### config.mk
export PLATFORM = sky130hd
export DESIGN_NAME = guess_game_ctrl
export DESIGN_NICKNAME = d
export VERILOG_FILES = /design/src/rtl/guess_game_ctrl.sv
export SDC_FILE = /design/constraint.sdc
export NUM_CORES = 1
export LEC_CHECK = 0
export ABC_AREA = 1
export BUFFER_PORTS_ARGS = -buffer_cell sky130_fd_sc_hd__clkbuf_2
export CORE_UTILIZATION = 50
export DETAILED_ROUTE_END_ITERATION = 7
export MAX_ROUTING_LAYER = met4
export PLACE_DENSITY = 0.69
export SYNTH_ARGS = -nofsm -noshare
export SYNTH_HDL_FRONTEND = slang
export SYNTH_SLANG_ARGS = --single-unit
### constraint.sdc
create_clock -name clk -period 3.1 [get_ports clk]
set_clock_uncertainty 0.1 [all_clocks]
set_input_delay 0.31 -clock clk [delete_from_list [all_inputs] [get_ports clk]]
set_output_delay 0.31 -clock clk [all_outputs]
set_load 0.005 [all_outputs]
### src/rtl/guess_game_ctrl.sv
// Guess-number round controller: A sets a 4..7 symbol secret,
// B gets MAX_TURNS guesses; match mask, length hint, win/lose out.
module guess_game_ctrl #(
  parameter int MIN_LEN   = 4,
  parameter int MAX_LEN   = 7,
  parameter int MAX_TURNS = 3
) (
  input  logic       clk,
  input  logic       reset,
  input  logic       I1,
  input  logic       I2,
  input  logic       I3,
  input  logic       I4,
  input  logic       enter,
  output logic       runa,
  output logic       runb,
  output logic [3:0] numa,
  output logic [3:0] numb,
  output logic [1:0] turn,
  output logic [6:0] suc,
  output logic       win,
  output logic       lose,
  output logic       equal,
  output logic       bigger,
  output logic       smaller
);

  localparam logic [2:0] S_SET   = 3'd0;
  localparam logic [2:0] S_GUESS = 3'd1;
  localparam logic [2:0] S_CHECK = 3'd2;
  localparam logic [2:0] S_WIN   = 3'd3;
  localparam logic [2:0] S_LOSE  = 3'd4;

  localparam logic [3:0] MIN_L = 4'(MIN_LEN);
  localparam logic [3:0] MAX_L = 4'(MAX_LEN);
  localparam logic [1:0] TRN_L = 2'(MAX_TURNS);

  logic [2:0] state;
  logic [4:0] cur;
  logic [4:0] prev;
  logic [4:0] ev;
  logic       key_ev;
  logic       enter_ev;
  logic [1:0] code;
  logic [1:0] secret [MAX_LEN];
  logic [1:0] guess  [MAX_LEN];
  logic [6:0] suc_c;
  logic [7:0] lenmask;
  logic       win_c;

  assign ev       = cur & ~prev;
  assign key_ev   = |ev[3:0];
  assign enter_ev = ev[4] & ~key_ev;

  // lowest-numbered key wins when several rise together
  always_comb begin
    code = 2'd0;
    priority case (1'b1)
      ev[0]:   code = 2'd0;
      ev[1]:   code = 2'd1;
      ev[2]:   code = 2'd2;
      ev[3]:   code = 2'd3;
      default: code = 2'd0;
    endcase
  end

  always_comb begin
    suc_c = '0;
    for (int i = 0; i < MAX_LEN; i++) begin
      if ((4'(i) < numa) && (4'(i) < numb)
          && (secret[i] == guess[i]))
        suc_c[i] = 1'b1;
    end
  end

  assign lenmask = (8'd1 << numa) - 8'd1;
  assign win_c   = (numb == numa) && (suc_c == lenmask[6:0]);

  assign runa = (state == S_SET);
  assign runb = (state == S_GUESS);

  always_ff @(posedge clk) begin
    if (!reset) begin
      state   <= S_SET;
      cur     <= '0;
      prev    <= '0;
      numa    <= '0;
      numb    <= '0;
      turn    <= '0;
      suc     <= '0;
      win     <= 1'b0;
      lose    <= 1'b0;
      equal   <= 1'b0;
      bigger  <= 1'b0;
      smaller <= 1'b0;
      for (int i = 0; i < MAX_LEN; i++) begin
        secret[i] <= '0;
        guess[i]  <= '0;
      end
    end else begin
      cur  <= {enter, I4, I3, I2, I1};
      prev <= cur;
      unique case (state)
        S_SET: begin
          if (numa == MAX_L) begin
            state <= S_GUESS;
          end else if (key_ev) begin
            for (int i = 0; i < MAX_LEN; i++)
              if (4'(i) == numa) secret[i] <= code;
            numa <= numa + 4'd1;
          end else if (enter_ev && numa >= MIN_L) begin
            state <= S_GUESS;
          end
        end
        S_GUESS: begin
          if (key_ev) begin
            if (numb < MAX_L) begin
              for (int i = 0; i < MAX_LEN; i++)
                if (4'(i) == numb) guess[i] <= code;
              numb <= numb + 4'd1;
            end
          end else if (enter_ev && numb >= MIN_L) begin
            state <= S_CHECK;
          end
        end
        S_CHECK: begin
          suc     <= suc_c;
          win     <= win_c;
          equal   <= (numb == numa);
          bigger  <= (numb < numa);
          smaller <= (numb > numa);
          if (win_c) begin
            state <= S_WIN;
          end else if ((turn + 2'd1) == TRN_L) begin
            turn  <= turn + 2'd1;
            lose  <= 1'b1;
            state <= S_LOSE;
          end else begin
            turn  <= turn + 2'd1;
            numb  <= '0;
            for (int i = 0; i < MAX_LEN; i++)
              guess[i] <= '0;
            state <= S_GUESS;
          end
        end
        S_WIN, S_LOSE: begin
          if (enter_ev) begin
            state   <= S_SET;
            numa    <= '0;
            numb    <= '0;
            turn    <= '0;
            suc     <= '0;
            win     <= 1'b0;
            lose    <= 1'b0;
            equal   <= 1'b0;
            bigger  <= 1'b0;
            smaller <= 1'b0;
            for (int i = 0; i < MAX_LEN; i++) begin
              secret[i] <= '0;
              guess[i]  <= '0;
            end
          end
        end
        default: state <= S_SET;
      endcase
    end
  end

endmodule

After elaboration in Yosys (flattened, before gate mapping). Memory sizes are Yosys's and may differ from the RTL's. Cells that the tools add are included.

Mux-type cells: 171. Bitwise logic cells: 39. Order comparisons: 19. Reductions and logical operators: 31. $add $sub $neg: 4. Shifts and indexed selects: 1. Eq/ne operators: 39.

Operators by type and width (count): $mux 1 (104); $mux 2 (41); $or 1x1->1 (35); $mux 4 (7); $eq 3x4->1 const A (6); $lt 3x4->1 const A (6); $mux 3 (8); $logic_and 1x1->1 (17); $eq 2x4->1 const A (4); $lt 1x4->1 const A (4); $lt 2x4->1 const A (4); $eq 2x2->1 (7); $pmux 7 s2 (1); $ne 2x2->1 const B (6); $pmux 3 s4 (1); $pmux 4 s3 (1); $pmux 1 s2 (5); $add 4x1->4 const B (2); $eq 1x4->1 const A (2); $ge 4x3->1 const B (2); $logic_not 4->1 (2); $ne 2x1->1 const B (4); $pmux 4 s2 (1); $reduce_and 4->1 (2); other kinds (30) (32).

Logic and storage cells: 318. Memories: 2. Bits in registers: 35. Memory bits (writable): 28. Output and inout port bits: 24.

Memories: guess (words 7, bits a word 2, rd ports 7, clocked after Yosys merged registers in 0, write ports 7, line 46) `logic [1:0] guess [MAX_LEN];`; secret (words 7, bits a word 2, rd ports 7, clocked after Yosys merged registers in 0, write ports 7, line 45) `logic [1:0] secret [MAX_LEN];`.

Depth between registers and ports, before layout.
Word-level depth: 12. Mapped depth: 18.

Least setup slack after synthesis. Ideal clock, no wire load.

Path kind: reg2reg. Start: register numa[0]. End: memory guess[2][1]. Setup time: 124 ps. Data required time: 2876 ps. Data arrival time: 2184 ps. Path buffers: 0. Period minus slack after synthesis: 2408 ps. Cell stages (with the launch flop): 16. Path slack: 692 ps. Path through: dfxtp_1 inv_1 ha_1 nand2_2 ha_1 nand2_2 nor2_4 nand3_1 nand3_1 nand2_1 nor2_4 nand3_4 nand2_2 nand3_1 o21ai_1 a21oi_1.

RTL lines: from (decl) (line 17) `output logic [3:0] numa,`; from (signal assigned) (line 110) `numa <= numa + 4'd1;`; to (decl) (line 46).

==> summary.md <==
| Metric | Value |
|---|---|
| ANT cells | `0` |
| I/O pin total | `31` |
| Leak | `1.96 nW` |
| PortBufs | `30` |
| Post-synthesis cell area | `3580 um2` |
| CP max stage delay | `around 470 ps` |
| Cells after synthesis | `516` |
| CTS Sinks | `63` |
| Count of warnings emitted by yosys | `0` |
| Die ar. | `7510 um2` |
| Worst Tran Pin Value | `510 ps` |
| Vias per cell | `5.14` |
| Clk root buf | `clkbuf_8` |
| Pre-CTS setup slack | `about 260 ps` |
| Syn_nets | `538` |
| Fill cells | `roughly 660` |
| Nets | `574` |
| Worst VDD drop | `0.000283 V` |
| Metal3 WL | `approximately 440 um` |
| Synth area leaders | `dfxtp_1, nand2_1, inv_1` |
| Final WS setup | `258 ps` |
| Finished Layout Cells | `653` |
| Pwr Total | `2.24 mW` |
| Total track usage | `a little over a quarter` |
| Synth area leader | `dfxtp_1` |
| Setup Crit Path Kind | `reg2reg` |
| Synth unique cells | `43` |
| CP Launch Type | `flip-flop` |
| Routed WL | `9.07 mm` |
| Vias in the first global route | `3051` |
| Sequential share of power | `40.6%` |
| Hold crit path type | `in2reg` |
| Initial core utilization | `52.2%` |
| PD cells | `554 nW/um2` |
| DRC Markers | `0` |
| Critical Path, Cell by Cell | `inv_2, ha_1, nand2_2, ha_1, nand2_2, nor2_4, nand3_1, nand3_1, nand2_1, nor2_4, nand3_4, nand2_2, nand3_1, o21ai_1, a21oi_1` |
| Min Tclk post-route | `about 2800 ps` |
| CP Max Fanout | `8` |
| Clock power share | `34.0%` |
| Syn avg cell area | `6.95 um2` |
| CTS max path bufs | `2` |
| Die Width | `86.7 um` |
| TritonCTS clock tree | `done` |
| Highest Signal Layer | `met4` |
| Net Sw Power | `slightly below 0.8 mW` |
| Sequential share of the synthesized area | `37.4%` |
| Drt pass-1 iters | `5` |
| Max-Slew Margin vs Limit | `between 60% and 70%` |
| Max Slew Vio Count | `0` |
| Placer congestion estimate | `0.925` |
| Worst EP required | `about 3200 ps` |
| RSZ-0062 raised after global routing | `no` |
| M1 WL | `4.30 mm` |
| Final setup vio count | `0` |
| Largest net degree at the start of global routing | `20` |
| Seq cells post-synth | `63` |
| Number of buffers created by CTS | `9` |
| Net Sw Frac | `34.7%` |
| Wire per inst | `13.9 um` |
| Reg area | `roughly 1300 um2` |
| Fmax | `0.352 GHz` |
| Crit end category | `flip-flop` |
| Crit path arrival time | `2970 ps` |
| Share of cells above drive strength 1 | `14.2%` |
| Final Hold Fails | `0` |
| Antenna-violating nets left | `0` |
| Total gr overflow | `0` |
| Yosys top cell area share | `30.7%` |
| First-pass GRT wire length | `14.8 mm` |
| Antenna violations before repair | `0` |
| DR vias | `about 3400` |
| Logic pwr share | `25.4%` |
| Iter 0 DRT Violations | `209` |
| Status | `complete, no violations` |
| Int Pwr | `roughly 1.5 mW` |
| TNS Setup | `0 ps` |
| Total placed cells including tap cells | `637` |
| Area of the multi-input gates | `1890 um2` |
| Tcrit/Tclk final | `91.7%` |
| H-tree levels | `3` |
| Placed standard-cell area | `3830 um2` |
| Worst-path clk slew | `80 ps` |
| Max Cap Viol | `0` |
| Synthesis-to-layout area growth | `12.9%` |
| Crit-path slowest cell | `dfxtp_1` |
| WL met2 | `between 4 and 5 mm` |
| Core area | `6870 um2` |
| Final Cell Area | `4050 um2` |
| Detailed Place HPWL | `about 7 mm` |
| Site Rows | `30` |
| Clk Latency, worst-skew pair | `about 350 ps` |
| Die height | `between 80 and 90 um` |
## final timing paths
kind                         from                  endpoint  depth (start not counted)  slack, ps
max          numa[1]$_SDFFE_PN0P_  guess[2][0]$_SDFFE_PP0P_                         15        260
min                            I2         cur[1]$_SDFF_PN0_                          3         40
max reg2reg  numa[1]$_SDFFE_PN0P_  guess[2][0]$_SDFFE_PP0P_                         15        260
min reg2reg     cur[3]$_SDFF_PN0_        prev[3]$_SDFF_PN0_                          2        320
## repair_timing
item | in CTS | in global routing
setup endpoints to repair | 0 | 4
buffers inserted | 0 | 0
gates resized for setup | 0 | 2
hold buffers | 0 | 0
## cell usage after synthesis (all sizes together)
cell type and number:
xor2 7, inv 81, clkinv 1, nand2 150, ha 15, xnor2 2
or3 1, edfxtp 8, nand4 11, dfxtp 55, o22ai 1, nor3 5
nor2b 1, o21ai 27, nor2 49, a21oi 42, nand3 39, buf 4
nand3b 2, or2 4, o211ai 1, a211oi 2, a31oi 2, nor4 1
nor3b 1, clkbuf 4
## worst max-delay path, delay by kind of cell (launching register included)
| kind | cells | cell delay [ps] |
|---|---|---|
| adders and majority gates | 2 | 480 |
| DFF | 1 | 470 |
| and+or+nand+nor | 10 | 1330 |
| buffers and inverters | 1 | 110 |
| AOI/OAI and AO/OA | 2 | 230 |
## routing by layer
metal / GRT usage [%] / vias up
li1: - / 1721
met1: 34.8 / 1518
met2: 41.8 / 99
met3: 4.95 / 16
met4: 9.09 / 0
met5: - / -
## metrics by stage
step                utilization (%)  hold WS [ps]
finish                         58.9          36.1
global route                   58.9          43.7
CTS                            58.9          36.4
detailed placement             55.8           318
global placement               55.8           310
floorplan                         -           307
## placed cells by master, fill, tap and decap left out, types with 3 or more instances in the layout
master    instances
nand2_1         143
inv_1            78
dfxtp_1          54
nor2_1           43
a21oi_1          42
nand3_1          34
clkbuf_2         30
o21ai_0          15
ha_1             15
o21ai_1          11
nand4_1          10
clkbuf_8          9
edfxtp_1          8
nand2_2           7
xor2_1            6
nand3_2           4
nor3_2            3
nor2_4            3
buf_4             3
## power groups by stage
stage / logic (mW) / registers [mW] / clock network (mW)
2_1_floorplan: 0.416 / 0.918 / 0
3_5_place_dp: 0.558 / 0.929 / 0
3_3_place_gp: 0.556 / 0.926 / 0
4_1_cts: 0.561 / 0.910 / 0.775
6_report: 0.569 / 0.912 / 0.763
5_1_grt: 0.635 / 0.918 / 0.810
## area by class of cell
| type | instances | area share (%) |
|---|---|---|
| multi-input combinational | 363 | 46.6 |
| sequential | 63 | 33.2 |
| inverter | 82 | 7.66 |
| clock buffer | 11 | 4.30 |
| timing repair buffer | 33 | 4.26 |
| tap | 96 | 2.97 |
| clock inverter | 5 | 1.05 |
## flip-flops by register name, summed over array words and instances (netlist names)
register,flops
bigger,1
cur,5
equal,1
guess,14
lose,1
numa,4
numb,4
prev,5
secret,14
smaller,1
state,3
suc,7
turn,2
win,1
## cells by family (layout without fill, tap and decap cells)
kind of cell,Yosys count,in the layout,share of synthesized area (%)
AO/OA/AOI/OAI,75,75,11.0
buffers and inverters,90,131,9.95
AND/OR/NAND/NOR,264,264,34.0
flip-flops,63,63,37.4
adder cells (fa/ha/maj),15,15,5.24
XOR/XNOR,9,9,2.41
Note: power is estimated with default switching activity, not from simulation.
